**config.mk**
```make
export PLATFORM = sky130hd
export DESIGN_NAME = cpu_run_ctrl
export DESIGN_NICKNAME = d
export VERILOG_FILES = /design/src/rtl/cpu_run_ctrl.sv
export SDC_FILE = /design/constraint.sdc
export NUM_CORES = 1
export LEC_CHECK = 0
export ABC_AREA = 1
export CAP_MARGIN = 30
export CORE_MARGIN = 8
export CORE_UTILIZATION = 38
export CTS_CLUSTER_SIZE = 10
export DETAILED_ROUTE_END_ITERATION = 8
export GPL_TIMING_DRIVEN = 1
export PLACE_DENSITY = 0.65
export RECOVER_POWER = 100
export SYNTH_ARGS = -nofsm -noshare
export SYNTH_HDL_FRONTEND = slang
export SYNTH_SLANG_ARGS = --single-unit
export TNS_END_PERCENT = 10
```
**constraint.sdc**
```tcl
create_clock -name clk -period 2.4 [get_ports clk]
set_input_delay 0.36 -clock clk [delete_from_list [all_inputs] [get_ports clk]]
set_output_delay 0.36 -clock clk [all_outputs]
set_load 0.005 [all_outputs]
```
**src/rtl/cpu_run_ctrl.sv**
```systemverilog
// ---------------------------------------------------------------------------
// cpu_run_ctrl
//   Run controller for the CPU core. It resets the CPU, lets it run, and each
//   time the CPU halts it resumes it with a continue pulse, up to MAX_RESUMES
//   times. A watchdog ends runs that stall. The debug bus is captured at every
//   halt and compared with an expected value once the run is done.
//
// Ports
//   clk           in   clock, all logic on posedge
//   rst           in   synchronous active-high reset
//   start         in   one-cycle run request, honoured in IDLE/DONE/TOUT only
//   cpu_halted    in   CPU halted level
//   cpu_debug     in   CPU debug bus [DW]
//   expect_debug  in   expected final debug value [DW]
//   cpu_rst       out  reset to the CPU
//   cpu_continue  out  continue pulse to the CPU
//   busy          out  run in progress
//   done          out  run finished (normal or watchdog)
//   timeout       out  watchdog fired
//   pass          out  done, no timeout, last_debug == expect_debug
//   halt_count    out  halts seen this run, saturating [8]
//   cycle_count   out  cycles spent in RUN/CONT/WAIT_REL this run [CNT_W]
//   last_debug    out  cpu_debug captured at the most recent halt [DW]
// ---------------------------------------------------------------------------
module cpu_run_ctrl #(
    parameter int unsigned DW          = 32,
    parameter int unsigned CNT_W       = 32,
    parameter int unsigned RST_CYCLES  = 2,
    parameter int unsigned CONT_PULSE  = 1,
    parameter int unsigned MAX_RESUMES = 4,
    parameter int unsigned TIMEOUT     = 100000
) (
    input  logic             clk,
    input  logic             rst,
    input  logic             start,
    input  logic             cpu_halted,
    input  logic [DW-1:0]    cpu_debug,
    input  logic [DW-1:0]    expect_debug,
    output logic             cpu_rst,
    output logic             cpu_continue,
    output logic             busy,
    output logic             done,
    output logic             timeout,
    output logic             pass,
    output logic [7:0]       halt_count,
    output logic [CNT_W-1:0] cycle_count,
    output logic [DW-1:0]    last_debug
);

    localparam int unsigned RC_W  = (RST_CYCLES > 1) ? $clog2(RST_CYCLES) : 1;
    localparam int unsigned PC_W  = (CONT_PULSE > 1) ? $clog2(CONT_PULSE) : 1;
    localparam int unsigned RES_W = $clog2(MAX_RESUMES + 2);

    localparam logic [RC_W-1:0]  RC_LAST  = RC_W'(RST_CYCLES - 1);
    localparam logic [PC_W-1:0]  PC_LAST  = PC_W'(CONT_PULSE - 1);
    localparam logic [RES_W-1:0] RES_MAX  = RES_W'(MAX_RESUMES);
    localparam logic [CNT_W-1:0] TO_LAST  = CNT_W'(TIMEOUT - 1);

    typedef enum logic [2:0] {
        StIdle, StReset, StRun, StHalt, StCont, StWaitRel, StDone, StTout
    } state_t;

    state_t           state_q, state_d;
    logic [RC_W-1:0]  rst_cnt_q, rst_cnt_d;
    logic [PC_W-1:0]  pulse_cnt_q, pulse_cnt_d;
    logic [RES_W-1:0] resumes_q, resumes_d;
    logic [7:0]       halt_cnt_d;
    logic [CNT_W-1:0] cycle_cnt_d;
    logic [DW-1:0]    last_dbg_d;
    logic             active;
    logic             wd_fire;

    // cycle_count sits at or past TIMEOUT-1 only after a halt beat the watchdog;
    // ">=" lets the watchdog fire on the next active cycle in that case.
    assign active  = (state_q == StRun) || (state_q == StCont) || (state_q == StWaitRel);
    assign wd_fire = (cycle_count >= TO_LAST);

    always_comb begin
        state_d     = state_q;
        rst_cnt_d   = rst_cnt_q;
        pulse_cnt_d = pulse_cnt_q;
        resumes_d   = resumes_q;
        halt_cnt_d  = halt_count;
        cycle_cnt_d = cycle_count;
        last_dbg_d  = last_debug;

        // Saturate so an extreme TIMEOUT close to 2**CNT_W can never wrap.
        if (active && (cycle_count != '1)) begin
            cycle_cnt_d = cycle_count + 1'b1;
        end

        case (state_q)
            StIdle, StDone, StTout: begin
                if (start) begin
                    state_d     = StReset;
                    rst_cnt_d   = '0;
                    resumes_d   = '0;
                    halt_cnt_d  = '0;
                    cycle_cnt_d = '0;
                    last_dbg_d  = '0;
                end
            end
            StReset: begin
                if (rst_cnt_q == RC_LAST) begin
                    state_d = StRun;
                end else begin
                    rst_cnt_d = rst_cnt_q + 1'b1;
                end
            end
            StRun: begin
                // A halt coinciding with the watchdog wins.
                if (cpu_halted) begin
                    state_d    = StHalt;
                    last_dbg_d = cpu_debug;
                    if (halt_count != 8'hFF) begin
                        halt_cnt_d = halt_count + 8'd1;
                    end
                end else if (wd_fire) begin
                    state_d = StTout;
                end
            end
            StHalt: begin
                if (resumes_q < RES_MAX) begin
                    state_d     = StCont;
                    pulse_cnt_d = '0;
                end else begin
                    state_d = StDone;
                end
            end
            StCont: begin
                if (wd_fire) begin
                    state_d = StTout;
                end else if (pulse_cnt_q == PC_LAST) begin
                    state_d   = StWaitRel;
                    resumes_d = resumes_q + 1'b1;
                end else begin
                    pulse_cnt_d = pulse_cnt_q + 1'b1;
                end
            end
            StWaitRel: begin
                // Halted still high from the previous halt is not a new halt.
                if (wd_fire) begin
                    state_d = StTout;
                end else if (!cpu_halted) begin
                    state_d = StRun;
                end
            end
            default: state_d = StIdle;
        endcase
    end

    always_ff @(posedge clk) begin
        if (rst) begin
            state_q      <= StIdle;
            rst_cnt_q    <= '0;
            pulse_cnt_q  <= '0;
            resumes_q    <= '0;
            halt_count   <= '0;
            cycle_count  <= '0;
            last_debug   <= '0;
            cpu_rst      <= 1'b1;
            cpu_continue <= 1'b0;
            busy         <= 1'b0;
            done         <= 1'b0;
            timeout      <= 1'b0;
            pass         <= 1'b0;
        end else begin
            state_q      <= state_d;
            rst_cnt_q    <= rst_cnt_d;
            pulse_cnt_q  <= pulse_cnt_d;
            resumes_q    <= resumes_d;
            halt_count   <= halt_cnt_d;
            cycle_count  <= cycle_cnt_d;
            last_debug   <= last_dbg_d;
            // Outputs are a registered decode of the next state.
            cpu_rst      <= (state_d == StReset);
            cpu_continue <= (state_d == StCont);
            busy         <= (state_d != StIdle) && (state_d != StDone) && (state_d != StTout);
            done         <= (state_d == StDone) || (state_d == StTout);
            timeout      <= (state_d == StTout);
            pass         <= (state_d == StDone) && (last_dbg_d == expect_debug);
        end
    end

endmodule
```
# Yosys cells after proc, flatten, opt, wreduce, memory -nomap -nowiden
# Index checks and enable logic that the tools add are counted.
[totals]
word_cells = 91
regBits = 86
in_bits = 68
output_inout_bits = 78
[op_classes]
magnitude_cmp = 2
addsub = 5
reduce_logical = 18
n_eq_ne = 22
n_mux = 31
[op_table]
columns = ["operator", "n"]
rows = [
  ["$mux W32", 5],
  ["$pmux W32 S2", 1],
  ["$mux W3", 11],
  ["$add A32 B1 Y32 const B", 1],
  ["$eq A32 B32 Y1", 1],
  ["$ge A32 B17 Y1 const B", 1],
  ["$ne A32 B32 Y1 const B", 1],
  ["$mux W8", 3],
  ["$eq A3 B3 Y1 const B", 7],
  ["$pmux W3 S6", 1],
  ["$pmux W8 S2", 1],
  ["$ne A2 B2 Y1 const B", 5],
  ["$add A8 B1 Y8 const B", 1],
  ["$ne A8 B8 Y1 const B", 1],
  ["$reduce_and A4 Y1", 2],
  ["$reduce_bool A2 Y1", 4],
  ["$eq A3 B1 Y1 const B", 2],
  ["$eq A3 B2 Y1 const B", 2],
  ["$ne A3 B3 Y1 const B", 2],
  ["$pmux W3 S2", 1],
  ["$mux W1", 5],
  ["$logic_and A1 B1 Y1", 4],
  ["$pmux W1 S2", 2],
  ["$add A3 B1 Y3 const B", 1],
  ["other kinds (10)", 13],
]

# Depth between registers and ports, before layout
# Gate-level depths: netlist of run 1.
[depth]
word_depth = 7
depth_mapped = 16
ltp_nobuf = 16

# Least setup slack after synthesis of run 1
# Ideal clock, no wire load.
[synth_path]
path_type = "reg2reg"
start = "reg cycle_count[1]"
end = "reg cycle_count[20]"
synth_period_minus_slack_ns = 1.830
n_path_buf = 0
path_slack_ns = 0.570
path_stages_with_launch = 11
setup_ns = 0.058
arrival_ns = 1.772
required_time_ns = 2.342
cell_sequence = "dfxtp_1 ha_1 inv_1 nor2_1 nand3_1 nor4_1 inv_1 nor2_1 nand2_1 a21oi_1 o21a_1"
[synth_between]
elab_chain_len = 5
word_cells_on_any_way = 6
cone_classes = "add/sub: 1; eq/ne: 1; mux: 3; reduce/logical: 1"
[synth_lines]
columns = ["item", "line_no", "rtl"]
rows = [
  ["start: declaration", "46", "output logic [CNT_W-1:0] cycle_count,"],
  ["start signal: assignment", "173", "cycle_count <= cycle_cnt_d;"],
  ["parallel branches: the longest is 2 deep, another holds $add A32 B1 Y32", "--", ""],
  ["$mux W32 *", "88", "if (active && (cycle_count != '1)) begin"],
  ["$mux W32", "94", "if (start) begin"],
  ["$mux W32 *", "92", "case (state_q)"],
]
# Mark *: on every way between the ends.
# A chain may end at the register's enable or synchronous reset.

# Worst setup path in the final report of run 1
[layout_path]
start = "reg state_q[0]"
end = "reg cycle_count[15]"
[layout_between]
elab_chain_len = 7
word_cells_on_any_way = 13
cone_classes = "eq/ne: 5; mux: 3; reduce/logical: 5"
[layout_lines]
columns = ["item", "line_no", "rtl"]
rows = [
  ["start: declaration", "63", "state_t state_q, state_d;"],
  ["start signal: assignment", "154", "state_q <= StIdle;"],
  ["start signal: assignment", "168", "state_q <= state_d;"],
  ["$eq A3 B2 Y1 or $eq A3 B3 Y1 (tied branches)", "75", "assign active = (state_q == StRun) || (state_q == StCont) || (state_q == StWaitRel);"],
  ["$logic_or A1 B1 Y1 (2 in series)", "75", ""],
  ["$logic_and A1 B1 Y1", "88", ""],
  ["$mux W32", "88", ""],
  ["$mux W32", "94", ""],
  ["$mux W32 *", "92", ""],
]
# Mark *: on every way between the ends. The rest lies on a longest branch, timed or not.

==> run_results.csv, run 1 <==
group,metric,value,unit
flow_run,drv_cap,0,
worst_setup_path,worstSetupStartpointType,"flip-flop",
global_route,grt_overflow_total,0,
synth,syn-num-nets,992,
global_route,grt_max_degree,36,
routing,drtAntennaViolNets,0,
timing,setup_viol,0,
worst_setup_path,slowest_stage,"inv_1",
pwr,power_density,801,nW/um2
routing,route.detailed.drc,0,
synth,synth-edff-count,0,
cts,clockRootBuffer,"clkbuf_16",
floorplanning,dieArea,18400,um2
layout,fin_nets,1140,
worst_setup_path,r2r-start,"state_q[0]",
worst_setup_path,r2r_end,"cycle_count[15]",
cts,clock_path_buffers,2,
cts,cts_sinks,85,
timing,fmax,0.450,GHz
layout,n_antenna_cell,0,
synth,netlist_instances,921,
synth,ys_ff_latch,85,
cts,postCtsHoldBufs,0,
cts,path_clk_slew,0.06,ns
timing,setup_tns,0,ns
min_path,hp-start,"resumes_q[1]",
timing,finalCritPeriodShare,0.925,
layout,finish.utilization,0.538,
synth,synthArstFlopShare,0,
floorplanning,coreArea,13900,um2
layout,seq_area,1700,um2
floorplanning,fp.dieW,136,um
worst_setup_path,rr_worst_depth,8,
synth,syn_area_per_cell,5.90,um2
min_path,hold_class,"reg2reg",
worst_setup_path,slowest_delay,0.47,ns
cts,insertion_delay,0.36,ns
cts,post_cts_buffers,0,
worst_setup_path,r2r_slack,0.18,ns
floorplanning,io_pins,146,
worst_setup_path,critPathTopFamily,"buffers and inverters",
worst_setup_path,path_buf_inv,4,
worst_setup_path,critical_path_class,"reg2reg",
placed_design,dpl.hpwl,14.4,mm
global_route,antenna_found_initial,0,
worst_setup_path,crit_required,2.62,ns
min_path,hold_end,"resumes_q[1]",
placed_design,gp_congestion,0.895,
timing,drv_slew,0,
timing,rsz0062_at_grt,"no",
synth,synth.distinct_cells,33,
floorplanning,die_h,136,um
placed_design,port_buffers,145,
timing,max_slew_margin,0.588,
timing,finClkSkew,0.0103,ns
outcome,status,"finished clean",
routing,drt_iter0_drc,332,
synth,ys_seq_area_frac,0.313,
cts,cts_inserted_buffers,9,
pwr,cellLeakagePower,3.25,nW
timing,finalHoldViolations,0,
cts,cts_tree,"done",
routing,vias,6162,
timing,fin_crit,2.22,ns
floorplanning,start_util,0.390,
timing,worst_slew_pin_slew,0.617,ns
pwr,vdd_drop_max,454,uV
synth,synth.cell_area,5430,um2
cts,htree_levels,3,
worst_setup_path,arrival,2.44,ns
synth,ys_warn_count,0,
routing,drtPass1Iterations,4,
worst_setup_path,path_cells,"inv_1 -> nand3_1 -> nand2_1 -> clkbuf_1 -> a21oi_1 -> inv_1 -> clkbuf_1 -> a211oi_1",
layout,nFillCells,1443,
worst_setup_path,end_kind,"flip-flop",
min_path,whs_path_depth,2,
layout,area_delta_synth_final,37.9,%
routing,via_per_inst,4.91,
synth,ys.flop_type,"dfxtp_1",
routing,wire_per_inst,14.8,um
floorplanning,row_count,43,
global_route,grt.total_usage,0.202,
layout,final_layout_size_suffix_gt1_frac,0.0438,
routing,routed_wl,18.5,mm
global_route,grt_pass1_wl,29.6,mm
worst_setup_path,cp_max_fo,17,
layout,multi_input_area,3230,um2
global_route,grt_pass1_vias,5888,
==> layout by cell type, fill, tap and decap left out, types with 9 or more instances in the layout <==
cell type          n
a211oi_1          13
a21oi_1           21
buf_4             17
clkbuf_16          9
clkdlybuf4s50_1   66
dfxtp_1           85
dlygate4sd3_1     78
inv_1             93
nand2_1          294
nand3_1           82
nand3b_1          14
nand4_1           17
nor2_1           151
nor3_1            22
o21ai_0           47
xor2_1            14
==> area by class of cell <==
| class | instances | share of cell area |
|---|---|---|
| Clock buffer | 9 | 0.0301 |
| Inverter | 95 | 0.0476 |
| Clock inverter | 7 | 0.0132 |
| Timing Repair Buffer | 171 | 0.221 |
| Tap cell | 180 | 0.0301 |
| Sequential cell | 85 | 0.227 |
| Multi-Input combinational cell | 707 | 0.431 |
==> synth_stat cells (all sizes together), types with 13 or more instances <==
master,instances,share of area
nand2,294,0.20
nor2,152,0.11
inv,94,0.065
dfxtp,85,0.31
nand3,82,0.076
o21ai,49,0.047
nor3,23,0.022
a21oi,21,0.019
buf,18,0.016
nand4,17,0.020
clkbuf,16,0.011
nand3b,14,0.019
xor2,14,0.023
a211oi,13,0.018
==> worst max path at each step <==
stage / endpoint / start / depth (start not counted)
2_1_floorplan: cycle_count[20] / cycle_count[1] / 10
3_3_place_gp: pass / state_q[0] / 14
3_5_place_dp: pass / state_q[0] / 14
4_1_cts: pass / state_q[0] / 14
5_1_grt: cycle_count[15] / state_q[0] / 8
6_report: cycle_count[15] / state_q[0] / 8
==> per-stage QoR <==
stage               setup slack [ns]  hold slack [ns]  power, mW  std cells  instance area, um2
finish                         0.179            0.470       6.00       1254                7490
global route                  0.0324            0.504       6.48       1254                7490
CTS                            0.104            0.473       6.17       1254                7530
detailed placement             0.121            0.463       4.60       1238                7200
global placement              0.0996            0.439       4.58       1238                7200
floorplan                      0.570            0.427       3.47        921                5430
==> worst reg2reg max path, delay by kind of cell (launching register included) <==
kind | cells | cell delay, ns
buf+inv | 4 | 1.27
flops | 1 | 0.37
simple gates | 2 | 0.22
compound gates | 2 | 0.22
==> layer usage <==
metal / global-route usage / routed length [um]
met5: 0 / 0
met4: 0.0580 / 263
met3: 0.0571 / 1220
met2: 0.338 / 8660
met1: 0.245 / 8380
==> state kept, by name, summed over array words and instances (netlist names), 3 cells and up <==
| signal | cells |
|---|---|
| halt_count | 8 |
| last_debug | 32 |
| resumes_q | 3 |
| state_q | 3 |
| cycle_count | 32 |
==> power breakdown <==
group / switching, mW / internal, mW
logic: 1.61 / 1.03
clock network: 0.628 / 0.915
registers: 0.177 / 1.64
total: 2.41 / 3.59
==> cells by family after synthesis <==
kind of cell | after synthesis | share of synthesized area
and+or+nand+nor | 594 | 0.460
DFF | 85 | 0.313
AOI/OAI and AO/OA | 91 | 0.0960
xor gates and xnor gates | 19 | 0.0306
adders and majority gates | 3 | 0.00691
buffers and inverters | 129 | 0.0928
==> what timing repair did <==
action | CTS | global route
setup endpoints to repair | 0 | 1
resized for setup | 0 | 2
endpoints found under the hold margin | 0 | 0
(Power assumes the default switching activity.)
==> run 2: changes to the inputs <==
- SKIP_CTS_REPAIR_TIMING: not set -> 1
- SLEW_MARGIN: not set -> 0
==> results of run 2 <==
Final layout, timing and power as in run 1 (identical DEF).
==> RTL change 1: new RTL, config.mk and constraints of run 1 <==
Register the output `cycle_count` once more, with the module's reset; this adds one clock of latency there. The other outputs are not delayed to match. Comments in the files are not updated.
--- a/src/rtl/cpu_run_ctrl.sv
+++ b/src/rtl/cpu_run_ctrl.sv
@@ -60,6 +60,8 @@
         StIdle, StReset, StRun, StHalt, StCont, StWaitRel, StDone, StTout
     } state_t;
 
+    logic [CNT_W-1:0] cycle_count_s0;
+
     state_t           state_q, state_d;
     logic [RC_W-1:0]  rst_cnt_q, rst_cnt_d;
     logic [PC_W-1:0]  pulse_cnt_q, pulse_cnt_d;
@@ -73,7 +75,7 @@
     // cycle_count sits at or past TIMEOUT-1 only after a halt beat the watchdog;
     // ">=" lets the watchdog fire on the next active cycle in that case.
     assign active  = (state_q == StRun) || (state_q == StCont) || (state_q == StWaitRel);
-    assign wd_fire = (cycle_count >= TO_LAST);
+    assign wd_fire = (cycle_count_s0 >= TO_LAST);
 
     always_comb begin
         state_d     = state_q;
@@ -81,12 +83,12 @@
         pulse_cnt_d = pulse_cnt_q;
         resumes_d   = resumes_q;
         halt_cnt_d  = halt_count;
-        cycle_cnt_d = cycle_count;
+        cycle_cnt_d = cycle_count_s0;
         last_dbg_d  = last_debug;
 
         // Saturate so an extreme TIMEOUT close to 2**CNT_W can never wrap.
-        if (active && (cycle_count != '1)) begin
-            cycle_cnt_d = cycle_count + 1'b1;
+        if (active && (cycle_count_s0 != '1)) begin
+            cycle_cnt_d = cycle_count_s0 + 1'b1;
         end
 
         case (state_q)
@@ -156,7 +158,7 @@
             pulse_cnt_q  <= '0;
             resumes_q    <= '0;
             halt_count   <= '0;
-            cycle_count  <= '0;
+            cycle_count_s0 <= '0;
             last_debug   <= '0;
             cpu_rst      <= 1'b1;
             cpu_continue <= 1'b0;
@@ -170,7 +172,7 @@
             pulse_cnt_q  <= pulse_cnt_d;
             resumes_q    <= resumes_d;
             halt_count   <= halt_cnt_d;
-            cycle_count  <= cycle_cnt_d;
+            cycle_count_s0 <= cycle_cnt_d;
             last_debug   <= last_dbg_d;
             // Outputs are a registered decode of the next state.
             cpu_rst      <= (state_d == StReset);
@@ -182,4 +184,12 @@
         end
     end
 
+    always_ff @(posedge clk) begin
+        if (rst) begin
+            cycle_count <= '0;
+        end else begin
+            cycle_count <= cycle_count_s0;
+        end
+    end
+
 endmodule
Check against the original RTL: not equivalent (Yosys sat finds a counterexample within 10 cycles, from zero or initial values and one cycle with rst high).
==> RTL change 1 against run 1 <==
Die area rose by 8.1%. Critical endpoint is now busy. Sequential cell count rose by 32. Setup slack improved by 0.040 ns. Routed wire length fell by 6.3%. First-iteration DRC count rose by 0.90%. Design area rose by 11%. Critical path type unchanged. Cell count rose by 3.9%. Synthesized area rose by 9.2%.
Power is not compared: it rests on default switching activity, and its combinational part moved more than twofold at a synthesized area within 25%.
==> RTL change 1: results (changes against run 1) <==
The flow ran to the end, and the final reports show no timing, DRC or antenna violations. The path depth of the worst reg2reg path came to 12 (+4). The critical path data arrival time is 2.53 ns (+0.09 ns). By count the netlist is led by 288 x sky130_fd_sc_hd__nand2_1, 117 x sky130_fd_sc_hd__dfxtp_1, 115 x sky130_fd_sc_hd__inv_1. The largest registers in the layout are cycle_count x32, cycle_count_s0 x32, last_debug x32.

For hold timing, the worst endpoint is cycle_count[9]. The remaining max-slew budget at the tightest pin came out at 0.222 (-0.366). The peak per-stage delay on the critical path is 0.35 ns (-0.12 ns). The pre-CTS worst setup slack is 0.168 ns (+0.0468 ns). The number of signal-net inverters in the final layout came to 120 (+26%).

The worst hold path begins at cycle_count_s0[9]. The kind of cell with the highest combined delay along the critical path is simple AND/OR/NAND/NOR gates. The total global routing track utilization came out at 0.179 (-0.0227). The pin count of the biggest net entering global routing is 32 (-11%). The synthesized flop and latch total came out at 117 (+38%). The share of final-layout standard cells stronger than drive strength 1 came out at 0.0586 (+0.0148). The area of combinational cells with multiple inputs was 3000 um2 (-7.0%). The wire length of the first global-routing pass came to 28800 um (-2.8%). The count of plain and timing-repair buffers is 163 (-4.7%).

The post-synthesis cell type count is 37 (+12%). The highest net fanout along the worst path is 5 (-12). The layout-stage area growth over the synthesis result is 39.7%.

The number of H-tree levels was 4 (+1). The number of inserted filler cells in the final layout is 1549 (+7.3%). The routability congestion estimate from global placement was 0.837 (-6.4%).

The count of multi-input combinational gates came out at 661 (-6.5%).
## RTL change 1: cell count changes after synthesis, moves of 6 or more
cell,run 1,this run
sky130_fd_sc_hd__nand3_1,82,58
sky130_fd_sc_hd__a211oi_1,13,7
sky130_fd_sc_hd__a21oi_1,21,61
sky130_fd_sc_hd__dfxtp_1,85,117
sky130_fd_sc_hd__buf_2,16,5
sky130_fd_sc_hd__inv_1,92,115
sky130_fd_sc_hd__nor2_1,151,114
## RTL change 1: worst reg2reg max path: stages, from the launching register on
cell	delay, ns
sky130_fd_sc_hd__dfxtp_1	0.35
sky130_fd_sc_hd__inv_1	0.11
sky130_fd_sc_hd__nand4_1	0.11
sky130_fd_sc_hd__or2_2	0.32
sky130_fd_sc_hd__nor2_1	0.26
sky130_fd_sc_hd__nand2_1	0.13
sky130_fd_sc_hd__nand2_1	0.09
sky130_fd_sc_hd__nand2_1	0.05
sky130_fd_sc_hd__nor2_1	0.21
sky130_fd_sc_hd__nand2_1	0.10
sky130_fd_sc_hd__nand2_1	0.21
sky130_fd_sc_hd__nand2_1	0.08
sky130_fd_sc_hd__nor2_1	0.09
## RTL change 1: logic make-up (layout without fill, tap and decap cells)
logic type / count (synthesis) / after routing / synth area share
AOI/OAI and AO/OA: 125 / 125 / 0.112
xor gates and xnor gates: 14 / 14 / 0.0207
adders and majority gates: 3 / 3 / 0.00633
buffers and inverters: 147 / 314 / 0.0982
DFF: 117 / 117 / 0.395
and+or+nand+nor: 519 / 519 / 0.368
## RTL change 1: routing by layer
layer / track usage / vias to the layer above / routed length (um) / share of wire
li1: - / 3263 / - / -
met1: 0.201 / 2712 / 7560 / 0.44
met2: 0.299 / 141 / 8100 / 0.47
met3: 0.0743 / 21 / 1420 / 0.082
met4: 0.0667 / 0 / 279 / 0.016
met5: 0 / - / 0 / 0
==> RTL change 2: new RTL, settings of run 1 <==
Made on the original files. The parameter `TIMEOUT` goes from 100000 to 50000.
--- a/src/rtl/cpu_run_ctrl.sv
+++ b/src/rtl/cpu_run_ctrl.sv
@@ -28,7 +28,7 @@
     parameter int unsigned RST_CYCLES  = 2,
     parameter int unsigned CONT_PULSE  = 1,
     parameter int unsigned MAX_RESUMES = 4,
-    parameter int unsigned TIMEOUT     = 100000
+    parameter int unsigned TIMEOUT     = 50000
 ) (
     input  logic             clk,
     input  logic             rst,
Formal check against the unedited RTL: same outputs for any inputs over 10 cycles, from zero or initial values and one cycle with rst high; that may be too few to reach the edited logic, so the function may still have changed.
==> RTL change 2 against run 1 <==
Synthesized area decreased by 3.3%. Setup slack improved by 0.088 ns. Design area down 3.2%. Power decreased by 20%. Utilization down 0.88 points. Sequential cell count stayed put. Critical path depth up 5. Routed wire length down 6.2%. Clock power up 3%.
==> RTL change 2: results (changes against run 1) <==
The part of the Yosys area used for sequential elements is 0.324 (+0.0106). The instance area at placement is 6940 um2 (-3.6%). The number of search-and-repair iterations in the first detailed-routing pass was 7 (+3). The pin count of the biggest net entering global routing is 43 (+19%). The total global routing track utilization was 0.197 (-0.00490). The HPWL after detailed placement is 13400 um (-6.7%). The peak per-stage delay on the critical path came to 0.43 ns (-0.04 ns).

The count of nets after finishing came out at 1087 (-4.6%). The number of antenna violations at the first check in global routing came out at 1 (+1). In this run the worst setup path begins at state_q[2]. The worst hold path belongs to the class primary input to flop. After synthesis, the most frequently instantiated cells are 280 x sky130_fd_sc_hd__nand2_1, 112 x sky130_fd_sc_hd__nor2_1, 108 x sky130_fd_sc_hd__inv_1. The average cell area after synthesis came to 6.03 um2 (+2.3%). The remaining max-slew budget at the tightest pin came out at 0.708 (+0.120). The met2 wirelength from detailed routing came out at 8360 um (-3.5%).

After synthesis, the cell types taking the most area are sky130_fd_sc_hd__dfxtp_1 32%, sky130_fd_sc_hd__nand2_1 20%, sky130_fd_sc_hd__nor2_1 8.0%. The wire length of the first global-routing pass is 28500 um (-3.9%). The DRC violation total after the first TritonRoute iteration came to 348 (+4.8%). The met1 wire length is 7460 um (-11%). The met2 global-route usage is 0.337 (-0.00157).

The sum of routed wire length over all layers is 17400 um (-6.2%). The startpoint identified for the worst hold timing path is rst. The leakage power came to 3.23 nW (-0.66%). The post-synth net total is 942 (-5.0%). The period utilization came to 0.889 (-0.0366). The post-synthesis cell type count came out at 36 (+9.1%).

The flow ran to the end, and the final reports show no timing, DRC or antenna violations. The total number of vias came out at 5902 (-4.2%). The cell with the largest stage delay on the worst path is sky130_fd_sc_hd__dfxtp_1. The met1 usage in global routing was 0.228 (-0.0166).

The kind of cell with the highest combined delay along the critical path is simple AND/OR/NAND/NOR gates. The peak ir drop on the vdd network came to 0.000416 V (-8.3%). The routability congestion estimate from global placement came out at 0.890 (-0.54%). The path with the worst hold slack has its endpoint at cycle_count[31].
==> RTL change 2: power by group <==
| group | total (W) | switching (W) | leakage (nW) | internal [W] |
|---|---|---|---|---|
| logic | 0.00158 | 0.000959 | 2.37 | 0.000616 |
| clock network | 0.00159 | 0.000615 | 0.166 | 0.000971 |
| registers | 0.00165 | 0.000121 | 0.687 | 0.00153 |
| total | 0.00481 | 0.00170 | 3.23 | 0.00312 |
==> RTL change 2: kinds of logic (layout without fill, tap and decap cells) <==
kind of cell,count (synthesis),in the layout,synth area share
compound gates,116,116,0.122
xor+xnor,21,21,0.0350
fa+ha+maj,3,3,0.00714
buf+inv,140,290,0.108
flops,85,85,0.324
other cells,0,1,0
simple gates,506,506,0.404
==> RTL change 2: cell type report <==
type                            count  area, um2
Inverter                          113        432
Tap cell                          180        225
Fill cell                        1375       6460
Antenna cell                        1       2.50
Timing Repair Buffer              161       1580
Clock buffer                       11        253
Sequential cell                    85       1700
Clock inverter                      5       82.6
Multi-Input combinational cell    646       2980
